File: src/rtl/hera_seq_ctrl.sv
// HERA multi-cycle control sequencer: FETCH/DECODE/EXEC/MEM/WB with memory
// handshakes, wait timeout, single-step debug and cycle/instruction counters.
module hera_seq_ctrl #(
    parameter int CNT_W   = 32,
    parameter int TIMEOUT = 255
) (
    input  logic             clk,
    input  logic             rst,
    input  logic             run,
    input  logic             step,
    input  logic [2:0]       op_class,
    input  logic             br_taken,
    input  logic             imem_ready,
    input  logic             dmem_ready,
    output logic             imem_req,
    output logic             dmem_req,
    output logic             dmem_we,
    output logic             ir_we,
    output logic             pc_inc,
    output logic             pc_load,
    output logic             rf_we,
    output logic             flags_we,
    output logic [2:0]       state,
    output logic             halted,
    output logic             error,
    output logic [CNT_W-1:0] cycle_cnt,
    output logic [CNT_W-1:0] instr_cnt
);

    typedef enum logic [2:0] {
        S_IDLE   = 3'd0,
        S_FETCH  = 3'd1,
        S_DECODE = 3'd2,
        S_EXEC   = 3'd3,
        S_MEM    = 3'd4,
        S_WB     = 3'd5,
        S_HALT   = 3'd6,
        S_ERR    = 3'd7
    } state_t;

    localparam logic [2:0] OP_ALU    = 3'd0;
    localparam logic [2:0] OP_SET    = 3'd1;
    localparam logic [2:0] OP_LOAD   = 3'd2;
    localparam logic [2:0] OP_STORE  = 3'd3;
    localparam logic [2:0] OP_BRANCH = 3'd4;
    localparam logic [2:0] OP_FLAGOP = 3'd5;
    localparam logic [2:0] OP_NOP    = 3'd6;
    localparam logic [2:0] OP_HALT   = 3'd7;

    localparam logic [15:0] WAIT_LAST = 16'(TIMEOUT - 1);

    state_t          state_reg, state_next;
    logic            step_mode_reg;
    logic [2:0]      cls_reg;
    logic [15:0]     wait_reg;
    logic [CNT_W-1:0] cycle_reg, instr_reg;
    logic            retire, taken;
    state_t          after_retire;

    assign after_retire = (run && !step_mode_reg) ? S_FETCH : S_IDLE;

    // Enables respond in the same cycle as the ready/decoder inputs so that
    // zero-wait accesses and branches cost no extra cycle.
    always_comb begin
        state_next = state_reg;
        imem_req   = 1'b0;
        dmem_req   = 1'b0;
        dmem_we    = 1'b0;
        ir_we      = 1'b0;
        rf_we      = 1'b0;
        flags_we   = 1'b0;
        retire     = 1'b0;
        taken      = 1'b0;
        case (state_reg)
            S_IDLE: begin
                if (run || step)
                    state_next = S_FETCH;
            end
            S_FETCH: begin
                imem_req = 1'b1;
                if (imem_ready) begin
                    ir_we      = 1'b1;
                    state_next = S_DECODE;
                end else if (wait_reg == WAIT_LAST) begin
                    state_next = S_ERR;
                end
            end
            S_DECODE: state_next = S_EXEC;
            S_EXEC: begin
                case (op_class)
                    OP_ALU: begin
                        flags_we   = 1'b1;
                        state_next = S_WB;
                    end
                    OP_SET:   state_next = S_WB;
                    OP_LOAD:  state_next = S_MEM;
                    OP_STORE: state_next = S_MEM;
                    OP_BRANCH: begin
                        retire = 1'b1;
                        taken  = br_taken;
                    end
                    OP_FLAGOP: begin
                        flags_we = 1'b1;
                        retire   = 1'b1;
                    end
                    OP_NOP:   retire = 1'b1;
                    OP_HALT:  state_next = S_HALT;
                endcase
                if (retire)
                    state_next = after_retire;
            end
            S_MEM: begin
                dmem_req = 1'b1;
                dmem_we  = (cls_reg == OP_STORE);
                if (dmem_ready) begin
                    if (cls_reg == OP_STORE) begin
                        retire     = 1'b1;
                        state_next = after_retire;
                    end else begin
                        state_next = S_WB;
                    end
                end else if (wait_reg == WAIT_LAST) begin
                    state_next = S_ERR;
                end
            end
            S_WB: begin
                rf_we      = 1'b1;
                retire     = 1'b1;
                state_next = after_retire;
            end
            S_HALT: state_next = S_HALT;
            S_ERR:  state_next = S_ERR;
        endcase
    end

    assign pc_inc  = retire && !taken;
    assign pc_load = retire && taken;

    always_ff @(posedge clk or posedge rst) begin
        if (rst) begin
            state_reg     <= S_IDLE;
            step_mode_reg <= 1'b0;
            cls_reg       <= OP_ALU;
            wait_reg      <= '0;
            cycle_reg     <= '0;
            instr_reg     <= '0;
        end else begin
            state_reg <= state_next;
            if (state_reg == S_IDLE && (run || step))
                step_mode_reg <= !run;
            if (state_reg == S_EXEC)
                cls_reg <= op_class;
            // Any state change is an entry into a new wait window.
            if (state_next != state_reg)
                wait_reg <= '0;
            else if ((state_reg == S_FETCH && !imem_ready) ||
                     (state_reg == S_MEM && !dmem_ready))
                wait_reg <= wait_reg + 16'd1;
            if (state_reg inside {S_FETCH, S_DECODE, S_EXEC, S_MEM, S_WB})
                cycle_reg <= cycle_reg + 1'b1;
            if (retire)
                instr_reg <= instr_reg + 1'b1;
        end
    end

    assign state     = state_reg;
    assign halted    = (state_reg == S_HALT);
    assign error     = (state_reg == S_ERR);
    assign cycle_cnt = cycle_reg;
    assign instr_cnt = instr_reg;

endmodule

File: config.mk
export PLATFORM = sky130hd
export DESIGN_NAME = hera_seq_ctrl
export DESIGN_NICKNAME = d
export VERILOG_FILES = /design/src/rtl/hera_seq_ctrl.sv
export SDC_FILE = /design/constraint.sdc
export NUM_CORES = 1
export LEC_CHECK = 0
export ABC_AREA = 1
export CAP_MARGIN = 20
export CORE_UTILIZATION = 54
export DETAILED_ROUTE_END_ITERATION = 6
export PLACE_DENSITY = 0.85
export SLEW_MARGIN = 20
export SYNTH_ARGS = -nofsm -noshare
export SYNTH_HDL_FRONTEND = slang
export SYNTH_SLANG_ARGS = --single-unit
File: constraint.sdc
create_clock -name clk -period 3.2 [get_ports clk]
set_input_delay 0.32 -clock clk [delete_from_list [all_inputs] [get_ports clk]]
set_output_delay 0.32 -clock clk [all_outputs]
set_load 0.02 [all_outputs]
### Word level (Yosys, flattened, before mapping)

Index checks and enable logic that the tools add are counted.

| word-level totals | value |
|---|---|
| output and inout port bits | 77 |
| bits in registers | 87 |
| bits of input ports | 10 |

| operators by class | value |
|---|---|
| reduce and logical (&&, ||, !) cells | 21 |
| $add $sub $neg | 3 |
| mux-type cells | 26 |
| equality and inequality tests | 17 |

Operators by type and width:

| kind | number |
|---|---|
| 32-bit by 1-bit adder with 32-bit output, second input constant | 2 |
| 16-bit two-way mux | 2 |
| 3-bit == test, second input constant | 8 |
| 3-bit one-hot mux with 8 select lines | 1 |
| 3-bit two-way mux | 6 |
| 16-bit by 1-bit adder with 16-bit output, second input constant | 1 |
| 16-bit by 8-bit == test with 1-bit output, second input constant | 1 |
| 3-bit by 2-bit == test with 1-bit output, second input constant | 5 |
| 1-bit two-way mux | 15 |
| 3-bit one-hot mux with 3 select lines | 1 |
| 3-bit by 1-bit == test with 1-bit output, second input constant | 2 |
| 1-bit logical AND | 6 |
| 3-bit logical NOT | 2 |
| 2-bit OR reduction | 3 |
| 1-bit logical NOT | 5 |
| 5-bit nonzero test | 1 |
| 3-bit inequality test | 1 |
| 1-bit one-hot mux with 3 select lines | 1 |
| 3-bit OR reduction | 1 |
| 1-bit logical OR | 2 |
| 2-bit nonzero test | 1 |

### Depth between registers and ports, before layout

Gate-level depths: netlist (run 1).

| logic depth | value |
|---|---|
| word-level depth | 8 |
| gate-level depth with buffers | 14 |

### Worst setup path before layout (run 1)

No wires, ideal clock.

| timing | value |
|---|---|
| path kind | register to output |
| start point | register state_reg[2], in the netlist state[2] |
| end point | output pc_inc |
| cell stages (with the launch flop) | 8 |
| setup slack | 1,179 ps |
| required time | 2,880 ps |
| data arrival time | 1,701 ps |
| cell sequence | dfrtp_1 -> inv_4 -> nor3_4 -> nor2_1 -> nand2_1 -> inv_2 -> clkbuf_1 -> nor2_1 |

| between the ends | value |
|---|---|
| word-level cells in the longest chain between the ends | 4 |
| elaborated cells on any way between the ends | 7 |

Ends and longest elaborated chain:

| what | RTL line | source |
|---|---|---|
| start: declaration | 52 | `state_t state_reg, state_next;` |
| start signal: assignment | 148 | `state_reg <= state_next;` |
| 3-bit by 2-bit == test with 1-bit output | 74 | `case (state_reg)` |
| 1-bit two-way mux | 74 |  |
| 1-bit logical NOT | 136 | `assign pc_inc = retire && !taken;` |
| 1-bit logical AND (*) | 136 |  |
| end: declaration | 19 | `output logic pc_inc,` |

Every way passes the cells marked *; elsewhere a longest branch is shown, timed or not.

### Final worst setup path (run 1)

| timing | value |
|---|---|
| start point | register state_reg[1], in the netlist state[1] |
| end point | output pc_inc |

Same word-level chain as after synthesis.

==> results.md, run 1 <==
- Clk sinks: 87
- Total negative slack: 0 ps
- First-pass GRT wire length: a little over 20 mm
- HPWL after DPL: 8.924 mm
- CP delay by family, top: buffers and inverters
- Xor and xnor area share after synthesis: a little under an eighth
- Final min period: 2700 ps
- Largest net degree at the start of global routing: 50
- #FFs+latches synth: 87
- Final Skew: between 10 and 15 ps
- Reg2Reg Launch Point: state[1]
- Core area: between 9000 and 10000 um^2
- Adder-cell area share of the yosys netlist: less than 1%
- Leak: 2.837 nW
- Gpl congestion: 0.9508
- Layout net count: about 760
- Largest family of logic cells by synthesized area: simple AND/OR/NAND/NOR gates
- Final wirelength: between 10 and 15 mm
- Area leader, netlist: dfrtp_1
- Setup CP Type: reg2out
- Share of power burned in registers: roughly three fifths
- Post-synth cell types: 35
- Pwr per Cell Area: around 310 nW/um^2
- Net count after synthesis: 671
- CP Buf/Inv Count: 4
- CP Max Fanout: 13
- Syn Inst Count: between 600 and 700
- Post-layout util: 68.07%
- Sw Share: 23.91%
- Maximum vdd drop: between 0.15 and 0.2 mV
- Post-Synth Simple-Gate Area: 36.00%
- H-Tree Depth: 3
- GRT Overall Usage: approximately a quarter
- # IOs: 87
- Mux cell area share after synthesis: 0%
- Initial DRC count: 200
- Slowest cell delay on critical path: a little over 600 ps
- Final hold violation count: 0
- Critical path origin: state[1]
- # DRC: 0
- Tightest Pin Transition: roughly 860 ps
- DRT Pass-1 Iters: 5
- TritonCTS Buffers: 9
- Most used cell, CP: inv_2
- Rows: 35
- Crit path required time: about 2900 ps
- Clock share of power: a little under two fifths
- Post-synthesis cell area: 5134 um^2
- # diodes: 0
- Port bufs: 86
- Vias in the first global route: 4429
- Internal: 1.461 mW
- Worst slew margin: 42.58%
- Total setup buffers inserted after CTS: 0
- Setup crit start kind: register
- Die Wd: 99.50 um
- Root buffer cell: clkbuf_8
- Dominant cells by area after synthesis: dfrtp_1 (42%), nand2_1 (14%), xor2_1 (6.7%)
- Wire per inst: 13.61 um
- Gate power share: under 10%
- Max-cap violations: 0
- Cells along the critical path: inv_2 -> nand3_2 -> inv_2 -> nand2_1 -> nand2_1 -> inv_2 -> nor2_1 -> clkdlybuf4s50_1
- Maximum buffer depth of the clock tree: 2
- Net switching component of the power: 459.0 uW
- Area Growth Syn to Fin: 22.52%
- CP max stage cell: clkdlybuf4s50_1
- Max Clk Rate: 370.3 MHz
- CTS tree: yes
- Initial antenna violation count: 0
- Synth warnings: 0
- Layout cells sized above 1: under 10%
- Detail Route Antenna Nets: 0
- # fillers: around 760
- Post-CTS Resized: 0
- Setup-failing EPs final: 0
- Status: completed
- Worst-path clk slew: 90 ps
- Synth Area in Compound Gates: about 2.1%
- Top_reg_cell synth: dfrtp_1
- Share of the synthesized area in the top cell type: between 40% and 50%
- Die area: a little under 10000 um^2
- Post-synthesis sequential area ratio: 42.41%
- Commonest non-fill, non-tap cell in the layout: nand2_1
- Post-synth ARST share: 100.0%
- Vias: about 4600
- Final Max Tran Viols: 0
- Storage element area: between 2000 and 2500 um^2
- Die height: between 90 and 100 um
- Area occupied by multi-input gates: around 2600 um^2
- Most frequent cells in the layout: nand2_1 (190), dfrtp_1 (87), clkdlybuf4s50_1 (86), nor2_1 (75), inv_1 (65)
- RSZ-0062 raised after global routing: false
- Grt ovf: 0
- Number of enable flip-flop cells after synthesis: 0
- Via/cell ratio: ~5.2
- Post-CTS Hold Buffers: 0
- Avg Cell Area, Syn: a little under 8 um^2
- Critical path data arrival time: 2380 ps
- Insertion delay to the later sink of the worst-skew pair: around 370 ps
- Starting Density: between 50% and 60%
- Crit end category: primary output
- Final period util: 84.38%
- Worst min-delay path category: in2async
per-layer routing:
layer  vias up  part of all wire (%)  GRT usage, %
met1      2163                    44         33.56
li1       2258                     -             -
met4         0                   2.3         11.09
met5         -                     0             0
met3        23                   6.2         4.849
met2       180                    48         43.38
Yosys cell counts (2+ instances only):
library cell,n
o21ai_0,12
nor2_2,5
inv_4,2
nand2_2,9
clkbuf_1,2
xor2_1,39
nor2_4,13
nand3_2,4
inv_2,5
dfrtp_1,87
buf_4,4
ha_1,4
a21oi_1,2
nor4_1,6
nor3_1,27
nand2_1,190
inv_1,66
o21ai_1,4
nand3_1,34
and3_1,3
nand4_1,23
xnor2_1,29
nor2_1,75
per-stage QoR:
step / hold WS [ps] / area, um^2 / std cells / worst slack [ps] / power [mW]
global placement: 467.7 / 6106 / 866 / 831.5 / 1.219
CTS: 443.4 / 6290 / 882 / 496.4 / 1.939
detailed placement: 488.2 / 6106 / 866 / 754.8 / 1.221
finish: 426.5 / 6290 / 882 / 499.8 / 1.920
global route: 500.0 / 6290 / 882 / 357.5 / 1.997
floorplan: 429.6 / 5134 / 657 / 629.8 / 1.179
cell type report:
type | instances | share of cell area (%)
Inverter | 74 | 4.516
Clock buffer | 11 | 2.407
Timing Repair Buffer | 89 | 14.04
Multi-Input combinational cell | 487 | 41.34
Clock inverter | 5 | 0.5172
Tap cell | 129 | 2.566
Sequential cell | 87 | 34.61
power groups by stage:
stage | clock [mW] | sequential, mW | combinational (mW)
finish | 0.721 | 1.12 | 0.0805
global placement | 0 | 1.14 | 0.0801
CTS | 0.739 | 1.12 | 0.0824
global route | 0.786 | 1.12 | 0.0911
detailed placement | 0 | 1.14 | 0.0824
floorplan | 0 | 1.14 | 0.0343
final timing paths:
check / to / slack, ps / cells after the start
min in group clk: step_mode_reg / 510 / 2
hold / removal: instr_cnt[18] / 430 / 2
setup / recovery: pc_inc / 500 / 8
setup reg to reg: cycle_cnt[18] / 1090 / 11
max in group asynchronous: wait_reg[2] / 1950 / 3
hold reg to reg: step_mode_reg / 510 / 2
logic make-up (layout without fill, tap and decap cells):
family / after synthesis / in the layout
buffers and inverters: 83 / 179
and+or+nand+nor: 395 / 395
xor gates and xnor gates: 68 / 68
AOI/OAI and AO/OA: 20 / 20
adders and majority gates: 4 / 4
DFF: 87 / 87
worst register-to-register path, cell delays in order, from the launching register on:
cell and delay, ps:
dfrtp_1 600, inv_2 160, nand3_2 120, nand2_2 190
inv_2 220, nand2_1 110, inv_1 100, nand3_1 110
nor3_2 180, nand3_1 100, nand2_1 70, nand2_1 40
(Power assumes the default switching activity.)
==> run 2, diff against run 1 <==
- clock period: 3.2 -> 2.7 ns (I/O delays scaled with it)
==> results.md, run 2 (same netlist as run 1, synthesis figures left out) <==
- Status: completed (unchanged)
- Pwr per Cell Area: 369.4 nW/um^2 (was 305.2 nW/um^2)
- # diodes: 0 (unchanged)
- Slowest cell delay on critical path: 610 ps (about the same)
- Internal: 1.784 mW (was 1.461 mW)
- Final Skew: 10.72 ps (was 10.74 ps)
- R2r worst-path depth: 11 (unchanged)
- Final hold violation count: 0 (unchanged)
- Net switching component of the power: 548.8 uW (was 459.0 uW)
- # fillers: 757 (was 756)
- GR Util met1: 33.52% (was 33.56%)
- # IOs: 87 (unchanged)
- HPWL after DPL: 8.717 mm (was 8.924 mm)
- Max Clk Rate: ~400 MHz
- Final period util: 92.70%
- Detail Route Antenna Nets: 0 (unchanged)
- Critical path data arrival time: 2230 ps (was 2380 ps)
- Most used cell, CP: inv_2 (unchanged)
- Crit path required time: 2430 ps (was 2880 ps)
- Tightest Pin Transition: 695.8 ps (was 860.3 ps)
- CTS tree: yes (unchanged)
- Storage element area: 2177 um^2 (unchanged)
- Met2 Resource Use GR: 40.12% (was 43.38%)
- Gpl congestion: 0.9380 (was 0.9508)
- Cells along the critical path: inv_2 -> nand3_2 -> inv_2 -> nand2_1 -> nand2_1 -> inv_2 -> nor2_1 -> clkdlybuf4s50_1 (unchanged)
- Post-CTS Resized: 0 (unchanged)
- Met3 Use GR: 4.919% (was 4.849%)
- Die height: 99.50 um (unchanged)
- Leak: 2.839 nW (was 2.837 nW)
- Share of power burned in registers: 56.8% (was 58.2%)
- Worst min-delay path category: in2async (unchanged)
- Clk sinks: 87 (unchanged)
- Vias in the first global route: 4442 (was 4429)
- Non-Filler Instances: 882 (unchanged)
- H-Tree Depth: 3 (unchanged)
- Starting Density: 55.56% (unchanged)
- Rows: 35 (unchanged)
- Most frequent cells in the layout: nand2_1 (190), dfrtp_1 (87), clkdlybuf4s50_1 (86), nor2_1 (75), inv_1 (65) (unchanged)
- Crit end category: primary output (unchanged)
- Layer with the highest usage: met2 (unchanged)
- Layout cells sized above 1: 8.499% (was 8.632%)
- Total setup buffers inserted after CTS: 0 (unchanged)
- Final min period: 2503 ps
- First-pass GRT wire length: 19.95 mm (was 20.39 mm)
- Insertion delay to the later sink of the worst-skew pair: 350 ps (was 370 ps)
- Total negative slack: 0 ps (unchanged)
- Max-cap violations: 0 (unchanged)
- Setup crit start kind: register (unchanged)
- Layout net count: 762 (unchanged)
- Worst-path clk slew: 90 ps (about the same)
- Clock share of power: 39.1% (was 37.6%)
- Pwr Total: 2.333 mW (was 1.920 mW)
- Sw Share: 23.53% (was 23.91%)
- Die area: 9900 um^2 (unchanged)
- # DRC: 0 (unchanged)
- Area Growth Syn to Fin: 23.01% (was 22.52%)
- Post-CTS Hold Buffers: 0 (unchanged)
- Wire per inst: 13.05 um (was 13.61 um)
- Fin area: 6315 um^2 (was 6290 um^2)
- Placed insts: 866 (unchanged)
- Largest net degree at the start of global routing: 48 (was 50)
- Area occupied by multi-input gates: 2600 um^2 (unchanged)
- Root buffer cell: clkbuf_8 (unchanged)
- Via/cell ratio: 5.166 (was 5.243)
- Gate power share: 4.1% (was 4.2%)
- Setup CP Type: reg2out (unchanged)
- Port bufs: 86 (unchanged)
- GRT Overall Usage: 25.10% (was 26.10%)
- Initial DRC count: 186 (was 200)
- Maximum vdd drop: 0.2157 mV (was 0.1785 mV)
- CP max stage cell: clkdlybuf4s50_1 (unchanged)
- Grt ovf: 0 (unchanged)
- RSZ-0062 raised after global routing: false (unchanged)
- Maximum buffer depth of the clock tree: 2 (unchanged)
- Initial antenna violation count: 0 (unchanged)
- DRT Pass-1 Iters: 4 (was 5)
- TritonCTS Buffers: 9 (unchanged)
- Final wirelength: 11.51 mm (was 12.00 mm)
- Commonest non-fill, non-tap cell in the layout: nand2_1 (unchanged)
- Final Max Tran Viols: 0 (unchanged)
- CP Max Fanout: 9 (was 13)
- Worst slew margin: 53.56% (was 42.58%)
- Core area: 9240 um^2 (unchanged)
- Post-DP Area: 6118 um^2 (was 6106 um^2)
- Vias: 4556 (was 4624)
- Setup-failing EPs final: 0 (unchanged)
- Die Wd: 99.50 um (unchanged)
-- run 2: cell count changes in the layout (fill, tap and decap cells not counted), sizes merged --
cell	change
clkinvlp	+1
bufinv	+1
clkinv	-3
inv	+2
clkbuf	-1
-- run 2: critical path, delay by kind of cell (launching register included) --
| kind | cells | cell delay (ps) |
|---|---|---|
| and+or+nand+nor | 4 | 360 |
| buffers and inverters | 4 | 980 |
| DFF | 1 | 550 |
-- run 2: layer usage --
layer,vias up,share of wire [%]
li1,2254,-
met1,2122,45
met2,153,47
met3,27,5.8
met4,0,2.2
met5,-,0
-- run 2: area by class of cell --
type                            count  area share (%)
Multi-Input combinational cell    487           41.17
Clock buffer                       10           2.021
Clock inverter                      6           1.090
Tap cell                          129           2.556
Inverter                           74           4.498
Sequential cell                    87           34.48
Timing Repair Buffer               89           14.19
-- run 2: power groups by stage --
stage,clock [mW],sequential [mW],combinational (mW)
final,0.912,1.33,0.0961
after global routing,0.983,1.33,0.109
after CTS,0.926,1.32,0.0985
after detailed placement,0,1.35,0.0979
after global placement,0,1.35,0.0955
after floorplan,0,1.36,0.0406
-- run 2: through the flow --
stage / utilization [%] / setup WS [ps] / hold WS (ps)
finish: 68.34 / 197.2 / 325.4
global route: 68.34 / 55.46 / 392.8
CTS: 68.34 / 189.2 / 340.3
detailed placement: 66.22 / 489.1 / 491.9
global placement: 66.22 / 547.2 / 468.4
floorplan: - / 179.8 / 379.6
-- run 2: path summary, 6_finish.rpt --
kind | from | end | slack (ps)
setup / recovery | state[1] | pc_inc | 200
hold / removal | rst | cycle_cnt[21] | 330
setup reg to reg | state[1] | cycle_cnt[18] | 520
hold reg to reg | step_mode_reg | step_mode_reg | 510
max in group asynchronous | rst | instr_cnt[6] | 1710
min in group clk | step_mode_reg | step_mode_reg | 510
==> variant (settings of run 2) <==
Set the parameter `CNT_W` to 40 (it was 32).
--- a/src/rtl/hera_seq_ctrl.sv
+++ b/src/rtl/hera_seq_ctrl.sv
@@ -2,5 +2,5 @@
 // handshakes, wait timeout, single-step debug and cycle/instruction counters.
 module hera_seq_ctrl #(
-    parameter int CNT_W   = 32,
+    parameter int CNT_W   = 40,
     parameter int TIMEOUT = 255
 ) (
Interface: changed (resized cycle_cnt and instr_cnt); port bits go from 87 to 103. The function was not compared with the original's and may differ.
==> variant against run 2 <==
- first-iteration DRC count increased by 89%
- sequential cell count rose by 16
- setup slack improved by 0.0045 ns
- die area grew 13%
- count of clock-buffer cells in the layout down 1
- area after synthesis rose by 13%
- wire length increased by 22%
- utilization rose by 0.94 points
- cell area rose by 14%
Power is not compared: it rests on default switching activity, and its combinational part moved more than twofold at a synthesized area within 25%.
==> variant: results (changes against run 2) <==
worst-skew pair later-pin latency: 0.39 ns (+0.04 ns)
clock tree buffer depth: 2 (unchanged)
CP Capture Point: pc_inc
CTS buffer count: 9 (unchanged)
Post-CTS Setup Bufs: 0 (unchanged)
main area contributors after synthesis: dfrtp_1, nand2_1, xor2_1
Reg area: 2580 um2 (+18%)
GR Layer Usage met3: 5.75% (+0.83 points)
P_clk: 1.01 mW
run status: finished, final reports clean
leakage: 3.15 nW
vias in the first global route: 5042 (+14%)
Synth area leader: dfrtp_1
initial antenna violation count: 0 (unchanged)
wl on met1: 6030 um (+15%)
DP HPWL: 10700 um (+23%)
Synth Instances: 729 (+11%)
Post-Place Setup Slack: 0.449 ns (-0.0402 ns)
# port buffers: 102 (+19%)
final non-filler cell total: 978 (+11%)
Synth top cells by count: nand2_1, dfrtp_1, nor2_1
share of layout cells above drive strength 1: 8.08% (-0.42 points)
fin nets: 851 (+12%)
Achievable Freq: 400 MHz (+0.18%)
H-Tree Level Count: 3 (unchanged)
RR Endpoint: instr_cnt[31]
sequential share of the synthesized area: 44.5% (+2.0 points)
DRT iter0 DRCs: 351 (+89%)
met1 Usage GRT: 34.5% (+1.0 points)
1st-pass router iterations: 7 (+3)
largest net degree at the start of global routing: 47 (-2.1%)
worst hold path type: in2async
met2 wire len: 6720 um (+25%)
met2 Use GR: 43.0% (+2.8 points)
Switching Fraction: 40.3%
GRT Overall Usage: 26.3% (+1.2 points)
Post-synth ARST share: 100% (unchanged)
global-route wire length before repair: 23400 um (+18%)
total chip power: 4.69 mW
syn_nets: 743 (+11%)
met3 wire length: 991 um (+48%)
relative max-transition margin: 53.0% (-0.53 points)
fill cell count: 843 (+11%)
worst endpoint data arrival time: 2.23 ns (about the same)
Peak supply drop: 0.533 mV
post-synthesis cell type count: 34 (-2.9%)
Cells after DPL: 962 (+11%)
final hold slack: 0.334 ns (+0.00807 ns)
drt via density: 5.43 (+5.2%)
placed cell area: 6980 um2 (+14%)
Wirelength per Cell: 14.4 um (+10%)
GP Congestion: 0.953 (+1.6%)
comb pwr: 1.70 mW
Clock Skew: 0.0132 ns (+0.00246 ns)
-- variant: cell families (layout without fill, tap and decap cells) --
kind of cell	count (synthesis)	in the layout	share of synthesized area (%)
and+or+nand+nor	424	424	33.6
DFF	103	103	44.5
buffers and inverters	93	206	6.65
xor gates and xnor gates	81	81	12.2
AOI/OAI and AO/OA	24	24	2.24
adders and majority gates	4	4	0.863
-- variant: what timing repair did --
action	4_1_cts	5_1_grt
hold endpoints to repair	0	0
gates resized for setup	0	1
setup endpoints to repair	0	1
-- variant: worst max-delay path, stage by stage (launching register included) --
cell             delay [ns]
dfrtp_1                0.53
inv_4                  0.15
nand3_1                0.13
nor2_2                 0.13
nand2_1                0.08
nand2_2                0.09
inv_2                  0.06
nor2_1                 0.08
clkdlybuf4s50_1        0.60
-- variant: cell type report --
cell class | count | share of cell area (%)
multi-input cells | 533 | 39.5
well taps | 136 | 2.37
flip-flops and latches | 103 | 35.9
inverters | 85 | 4.56
clock buffers | 9 | 1.72
clock inverters | 7 | 1.11
repair buffers | 105 | 14.9
